`src/rtl/lib_mem.sv`:
```
// Shared types and helpers for the data-memory bus: FSM state encoding,
// word geometry and request address validation.
package lib_mem;

  typedef enum logic [1:0] {MEM_IDLE, MEM_WAIT, MEM_RESP} MEM_STATE;

  localparam int WORD_BITS  = 32;
  localparam int BYTE_BITS  = 8;
  localparam int WORD_BYTES = WORD_BITS / BYTE_BITS;

  // True when the byte address is not word aligned or falls past the last word.
  function automatic logic addr_err(input logic [WORD_BITS-1:0] addr,
                                    input int unsigned          depth);
    return (addr[1:0] != 2'b00) || ({2'b00, addr[WORD_BITS-1:2]} >= depth);
  endfunction

endpackage

```
`src/rtl/sp_ram.sv`:
```
// Single-port word RAM with synchronous write and registered read port.
// The read register holds its value until the next read.
module sp_ram
  import lib_mem::*;
#(
  parameter int DEPTH = 64,
  parameter int AW    = $clog2(DEPTH)
) (
  input  logic                 clk,
  input  logic                 reset,
  input  logic                 en,
  input  logic                 we,
  input  logic [AW-1:0]        addr,
  input  logic [WORD_BITS-1:0] wdata,
  output logic [WORD_BITS-1:0] rdata
);

  logic [WORD_BITS-1:0] mem [DEPTH];

  // NOTE: the array has no reset so it maps onto block RAM; only the read register is cleared.
  always_ff @(posedge clk) begin
    if (en && we) mem[addr] <= wdata;
  end

  always_ff @(posedge clk) begin
    if (reset)          rdata <= '0;
    else if (en && !we) rdata <= mem[addr];
  end

endmodule

```
`src/rtl/dmem_responder.sv`:
```
// Target end of the CPU data-memory port: accepts one word request at a time,
// waits WAIT cycles, then commits it and pulses ready with data or err.
module dmem_responder
  import lib_mem::*;
#(
  parameter int DEPTH = 64,
  parameter int WAIT  = 2
) (
  input  logic                 clk,
  input  logic                 reset,
  input  logic                 req,
  input  logic                 write_enab,
  input  logic [WORD_BITS-1:0] addr,
  input  logic [WORD_BITS-1:0] write_data,
  output logic                 ready,
  output logic [WORD_BITS-1:0] read_data,
  output logic                 err
);

  localparam int         AW       = $clog2(DEPTH);
  localparam logic [3:0] WAIT_CNT = 4'(WAIT);

  MEM_STATE             state;
  logic [3:0]           cnt;
  logic [WORD_BITS-1:0] lat_addr;
  logic [WORD_BITS-1:0] lat_wdata;
  logic                 lat_we;

  logic                 accept;
  logic                 commit;
  logic [WORD_BITS-1:0] c_addr;
  logic [WORD_BITS-1:0] c_wdata;
  logic                 c_we;
  logic                 c_err;
  logic                 ram_en;

  // With no wait states the commit edge is the accept edge, so the access
  // must come straight from the bus rather than from the request latch.
  always_comb begin
    accept  = req && (state == MEM_IDLE || state == MEM_RESP);
    c_addr  = (WAIT == 0) ? addr       : lat_addr;
    c_wdata = (WAIT == 0) ? write_data : lat_wdata;
    c_we    = (WAIT == 0) ? write_enab : lat_we;
    commit  = (WAIT == 0) ? accept : (state == MEM_WAIT && cnt == 4'd1);
    c_err   = addr_err(c_addr, DEPTH);
    ram_en  = commit && !c_err && !reset;
  end

  always_ff @(posedge clk) begin
    if (reset) begin
      state     <= MEM_IDLE;
      cnt       <= '0;
      ready     <= 1'b0;
      err       <= 1'b0;
      lat_addr  <= '0;
      lat_wdata <= '0;
      lat_we    <= 1'b0;
    end else begin
      ready <= commit;
      err   <= commit && c_err;
      case (state)
        MEM_IDLE, MEM_RESP: begin
          if (accept) begin
            lat_addr  <= addr;
            lat_wdata <= write_data;
            lat_we    <= write_enab;
            cnt       <= WAIT_CNT;
            state     <= (WAIT == 0) ? MEM_RESP : MEM_WAIT;
          end else begin
            state <= MEM_IDLE;
          end
        end
        MEM_WAIT: begin
          cnt <= cnt - 4'd1;
          if (cnt == 4'd1) state <= MEM_RESP;
        end
        default: state <= MEM_IDLE;
      endcase
    end
  end

  sp_ram #(
    .DEPTH (DEPTH),
    .AW    (AW)
  ) u_ram (
    .clk   (clk),
    .reset (reset),
    .en    (ram_en),
    .we    (c_we),
    .addr  (c_addr[AW+1:2]),
    .wdata (c_wdata),
    .rdata (read_data)
  );

endmodule

```
`config.mk`:
```
export PLATFORM = sky130hd
export DESIGN_NAME = dmem_responder
export DESIGN_NICKNAME = d
export VERILOG_FILES = /design/src/rtl/lib_mem.sv /design/src/rtl/sp_ram.sv /design/src/rtl/dmem_responder.sv
export SDC_FILE = /design/constraint.sdc
export NUM_CORES = 2
export LEC_CHECK = 0
export CAP_MARGIN = 20
export CORE_MARGIN = 5
export CORE_UTILIZATION = 50
export DETAILED_ROUTE_END_ITERATION = 16
export MAX_ROUTING_LAYER = met4
export PLACE_DENSITY = 0.73
export SLEW_MARGIN = 20
export SYNTH_ARGS = -nofsm -noshare
export SYNTH_HDL_FRONTEND = slang
export SYNTH_HIERARCHICAL = 1
export SYNTH_SLANG_ARGS = --single-unit
```
`constraint.sdc`:
```
create_clock -name clk -period 3.4 [get_ports clk]
set_input_delay 0.51 -clock clk [delete_from_list [all_inputs] [get_ports clk]]
set_output_delay 0.51 -clock clk [all_outputs]
set_load 0.02 [all_outputs]
```
Word level (Yosys, flattened, before mapping)
Memory sizes are Yosys's and may differ from the RTL's. A register that Yosys moved wholly into a read port is not among the register bits.
Index checks and enable logic that the tools add are counted.
Widths: inputs -> output; s select.
{"block": "classes", "add_sub_neg": 1, "mul": 0, "div_mod_pow": 0, "n_lt_le_gt_ge": 1, "eq_ne": 5, "n_shift": 0, "muxes": 7, "n_bitwise": 0, "n_reduce_logical": 18}
{"op": "$ge 30x7->1 const B", "count": 1}
{"op": "$pmux 4 s2", "count": 1}
{"op": "$logic_and 1x1->1", "count": 7}
{"op": "$eq 4x1->1 const B", "count": 1}
{"op": "$mux 4", "count": 1}
{"op": "$pmux 2 s2", "count": 1}
{"op": "$reduce_and 2->1", "count": 2}
{"op": "$reduce_bool 2->1", "count": 2}
{"op": "$sub 4x1->4 const B", "count": 1}
{"op": "$logic_not 1->1", "count": 3}
{"op": "$mux 1", "count": 3}
{"op": "$eq 2x1->1 const B", "count": 1}
{"op": "$eq 2x2->1 const B", "count": 1}
{"op": "$logic_not 2->1", "count": 1}
{"op": "$logic_or 1x1->1", "count": 2}
{"op": "$mux 2", "count": 1}
{"op": "$ne 2x1->1 const B", "count": 1}
{"op": "$ne 2x2->1 const B", "count": 1}
{"op": "$reduce_or 2->1", "count": 1}
{"block": "word_totals", "register_bits": 73, "latch_bits": 0, "mem_bits_rw": 2048, "rom_bits": 0, "in_bits": 68, "output_inout_bits": 34, "word_cells": 40, "mem_count": 1}
{"name": "u_ram.mem", "words": 64, "word_bits": 32, "read_ports": 1, "rd_ports_with_merged_regs": 1, "wr": 1, "line_no": "sp_ram.sv:18", "text": "logic [WORD_BITS-1:0] mem [DEPTH];"}

Logic depth before layout (Yosys ltp)
{"block": "depth", "ltp_word": 8, "mapped_depth": 12, "ltp_nobuf": 10}

By module
The synthesis kept the hierarchy.
{"mod": "sp_ram", "n_inst": 1, "cells_per_inst": 4251, "area_per_inst_um2": 79708.9, "seq_area_each_um2": 62139.6}
{"mod": "dmem_responder", "n_inst": 1, "cells_per_inst": 328, "area_per_inst_um2": 2636.3, "seq_area_each_um2": 1461.4}

Least setup slack after synthesis
No wires, ideal clock.
{"block": "synth_path", "path_kind": "register -> register", "from": "reg cnt[1]", "to": "mem u_ram.mem[13][0] (enable)", "setup_time_ps": 421, "t_arrival_ps": 3260, "t_required_ps": 2979, "path_slack_ps": -281, "path_stages_with_launch": 10, "n_path_buf": 1, "period_less_slack_ps": 3681, "path_cell_list": "dfxtp_1 inv_1 ha_1 or3b_4 nor3_4 nor3b_2 and2_1 clkbuf_1 nand3_1 nor2_1"}
{"block": "synth_via", "elab_chain_len": 7}
{"item": "start: declaration", "line_no": "dmem_responder.sv:24", "text": "logic [3:0] cnt;"}
{"item": "start signal: assignment", "line_no": "dmem_responder.sv:74", "text": "cnt <= cnt - 4'd1;"}
{"item": "$eq 4x1->1", "line_no": "dmem_responder.sv:44", "text": "commit = (WAIT == 0) ? accept : (state == MEM_WAIT && cnt == 4'd1);"}
{"item": "$logic_and 1x1->1", "line_no": "dmem_responder.sv:44"}
{"item": "$logic_and 1x1->1 (2 in series)", "line_no": "dmem_responder.sv:46", "text": "ram_en = commit && !c_err && !reset;"}
{"item": "via ram_en", "line_no": "dmem_responder.sv:35", "text": "logic ram_en;"}
{"item": "$logic_and 1x1->1", "line_no": "sp_ram.sv:22", "text": "if (en && we) mem[addr] <= wdata;"}
{"item": "$mux 1", "line_no": "sp_ram.sv:22"}
{"item": "$mux 1 (not written as such)", "line_no": "sp_ram.sv:22"}
{"item": "end: declaration", "line_no": "sp_ram.sv:18"}
The timed path passes the listed nets, and every way through them passes these cells.

Final worst setup path
{"block": "layout_path", "from": "reg lat_addr[7] (netlist: c_addr[7])", "to": "reg u_ram.rdata[31] (read register of u_ram.mem)"}
{"block": "layout_via", "elab_chain_len": 6}
{"item": "start: declaration", "line_no": "dmem_responder.sv:25", "text": "logic [WORD_BITS-1:0] lat_addr;"}
{"item": "start signal: assignment", "line_no": "dmem_responder.sv:64", "text": "lat_addr <= addr;"}
{"item": "$ge 30x7->1", "line_no": "lib_mem.sv:14", "text": "return (addr[1:0] != 2'b00) || ({2'b00, addr[WORD_BITS-1:2]} >= depth);"}
{"item": "$logic_or 1x1->1", "line_no": "lib_mem.sv:14"}
{"item": "$logic_not 1->1", "line_no": "dmem_responder.sv:46"}
{"item": "$logic_and 1x1->1 (2 in series)", "line_no": "dmem_responder.sv:46"}
{"item": "$logic_and 1x1->1", "line_no": "sp_ram.sv:27", "text": "else if (en && !we) rdata <= mem[addr];"}
{"item": "end: declaration", "line_no": "sp_ram.sv:15", "text": "output logic [WORD_BITS-1:0] rdata"}
Parallel ways exist; a longest one is shown, timed or not.
A chain may end at the register's enable or synchronous reset.

==> results.py <==
metrics = {
    "cts": {
        "path_clk_slew_ns": 0.06,
        "cts_tree": "done",
        "cts.sinks": 2153,
        "clk_latency_ns": 0.85,
        "htreeDepth": 4,
        "cts_buffers": 198,
        "clockRootBuffer": "clkbuf_16",
        "clockBufferDepth": 3,
    },
    "sta": {
        "setup_viol_count_final": 1,
        "slew_viol_final": 0,
        "period_minus_slack_ns": 3.40,
        "finalClockSkew_ns": 0.0304,
        "hold_viol": 0,
        "tightest_slew_ns": 1.20,
        "relSlewSlack_pct": 20.0,
        "fin_crit_sh_pct": 100,
        "rsz0062_at_grt": "no",
        "setup_ws_ns": -0.00346,
        "timing.fmax_ghz": 0.294,
    },
    "critical_path": {
        "timing.rr.end": "u_ram/rdata[31]",
        "critPathMaxFanout": 17,
        "critPathKind": "flip-flop to flip-flop",
        "regToRegStartpoint": "c_addr[7]",
        "setup.worst_path.end_class": "flip-flop",
        "worstPathArrival_ns": 4.07,
        "cp.required_ns": 4.07,
        "ff2ff_path_depth": 6,
        "startpoint_type": "flip-flop",
        "r2r_slack_ns": -0.003,
    },
    "cells_and_area": {
        "post_route_cells_drive_above_1_share_pct": 22.7,
        "nets": 5065,
        "final_core_util_pct": 58.7,
        "synthToLayoutAreaGrowth_pct": 17.3,
        "final_cells": 7376,
    },
    "synthesis": {
        "synth.distinct_cells": 77,
        "netlist_area_um2": 82300,
        "ys_ff_latch": 2153,
        "yosys.area.top_type": "edfxtp_1",
        "synthArstFlopShare_pct": 0,
        "synthCells": 4579,
        "syn_nets": 4649,
        "ys_seq_area_share_pct": 77.2,
        "synth.top_cells.by_area": "edfxtp_1 75%, mux4_2 3.7%, a221oi_1 2.8%",
        "ys.flop_type": "edfxtp_1",
        "syn_area_per_cell_um2": 18.0,
        "yosysWarningCount": 6,
        "synth_edf_count": 2048,
        "synth_top_area_share_pct": 74.7,
    },
    "drt": {
        "wire_per_inst_um": 35.4,
        "firstDrtPassIters": 8,
        "drc": 0,
        "drt-total-wl_um": 261000,
        "drtAntennaViolNets": 0,
        "viasPerCell": 6.85,
        "drtIter0Drc": 8302,
        "vias": 50560,
    },
    "power": {
        "power.leakage_nw": 29.9,
        "cellPowerDensity_nw_per_um2": 577,
        "vdd.ir_drop.worst_uv": 569,
    },
    "worst_hold_path": {
        "min_from": "write_data[16]",
        "whs_endpoint": "c_wdata[16]",
        "min_path_type": "primary input to flip-flop",
        "holdPathStages": 3,
    },
    "place": {
        "globalplace.congestion": 0.991,
        "dp_cells": 6981,
        "port-buffer-count": 101,
        "dp.final_hpwl_um": 160000,
    },
    "outcome": {
        "run_status": "finished, violations left",
        "violations": "negative setup slack",
    },
    "grt": {
        "grt_usage_pct": 30.6,
        "grt_overflow_total": 0,
        "grt_max_degree": 87,
        "grt_pass1_wl_um": 367000,
        "antenna_found_initial": 16,
        "first_global_vias": 49159,
    },
    "floorplan": {
        "initial_core_util_pct": 50.1,
        "die_area_um2": 173000,
        "fp-row-count": 149,
        "core_um2": 164000,
        "io_pins": 102,
        "die_x_um": 416,
        "die_height_um": 416,
    },
    "run": {
        "maxCapViolCount": 0,
    },
}
-- per-stage QoR --
step	instance area [um^2]	TNS [ns]	power, W	worst slack, ns	hold WS, ns
after floorplan	82300	-474.67	0.0317	-0.281	0.436
after global placement	89800	-0.488	0.0334	-0.316	0.442
after detailed placement	89800	-0.157	0.0335	-0.132	0.450
after CTS	96500	0	0.0556	0.0749	0.160
after global routing	96600	0	0.0570	0.0158	0.205
final	96600	-0.00346	0.0557	-0.00346	0.217
-- power by group --
| part | internal [W] | switching [W] | leakage (nW) | total (W) |
|---|---|---|---|---|
| registers | 0.0291 | 0.000383 | 18.8 | 0.0295 |
| logic | 0.00125 | 0.00232 | 7.83 | 0.00357 |
| clock network | 0.0128 | 0.00982 | 3.23 | 0.0227 |
| total | 0.0432 | 0.0125 | 29.9 | 0.0557 |
-- layout make-up --
type	instances	area, um^2
Tap cell	2189	2740
Timing Repair Buffer	550	5980
Fill cell	11658	67800
Multi-Input combinational cell	2086	17500
Clock buffer	273	5550
Clock inverter	102	1100
Inverter	6	31.3
Antenna cell	17	42.5
Sequential cell	2153	63700
-- layout by cell type, fill, tap and decap left out, drive strengths merged, types with 100 or more instances in the layout --
master / n
a21oi: 183
a221oi: 271
a22oi: 189
buf: 449
clkbuf: 273
clkdlybuf4s50: 100
dfxtp: 105
edfxtp: 2048
mux2: 157
mux2i: 187
mux4: 134
nand2: 218
nor2: 191
o21ai: 109
-- worst max path at each step --
stage / to / cells past startpoint / startpoint / slack [ns]
floorplan: u_ram/mem[13][0] / 9 / cnt[1] / -0.28
global placement: u_ram/rdata[7] / 8 / c_addr[2] / -0.32
detailed placement: u_ram/rdata[15] / 9 / c_addr[2] / -0.13
CTS: u_ram/rdata[7] / 10 / c_addr[4] / 0.07
global route: u_ram/rdata[31] / 6 / c_addr[7] / 0.02
finish: u_ram/rdata[31] / 6 / c_addr[7] / -0.003
-- Yosys cell counts, types with 99 or more instances --
cell type,number
a21oi_1,182
a221oi_1,264
a22oi_1,189
buf_2,152
dfxtp_1,105
edfxtp_1,2048
mux2_2,145
mux2i_1,187
mux4_2,134
nand2_1,218
nor2_1,189
o21ai_0,108
o22ai_1,99
-- cells by family after synthesis --
group,after synthesis,share of synthesized area (%)
fa+ha+maj,2,0.0304
flops,2153,77.2
simple gates,525,2.79
compound gates,1081,9.55
buf+inv,340,2.27
mux,478,8.13
-- what timing repair did --
item	4_1_cts	5_1_grt
resized for setup	1	0
hold endpoints to repair	2	0
setup endpoints to repair	2	2
buffers inserted	1	1
hold buffers	1	0
-- per-layer routing --
metal,up-vias,share of wire [%],global-route usage [%]
met3,1028,15,10.3
met2,4481,44,44.1
met1,25305,33,37.9
met5,-,0,-
met4,0,7.4,17.7
li1,19746,-,-
-- worst max-delay path: stages, from the launching register on --
cell and delay [ns]:
dfxtp_1 0.84, nor2_1 0.12, nand2_2 0.62, o22ai_1 0.23
a2111oi_1 0.97, and4b_1 0.33, a311oi_1 0.09
-- state kept, by name (all words and copies together), names as in the netlist --
signal / count
ready: 1
c_wdata: 32
cnt: 4
err: 1
u_ram/rdata: 32
c_we: 1
c_addr: 32
u_ram/mem: 2048
state: 2
No activity file was read; power rests on OpenSTA's default activity.
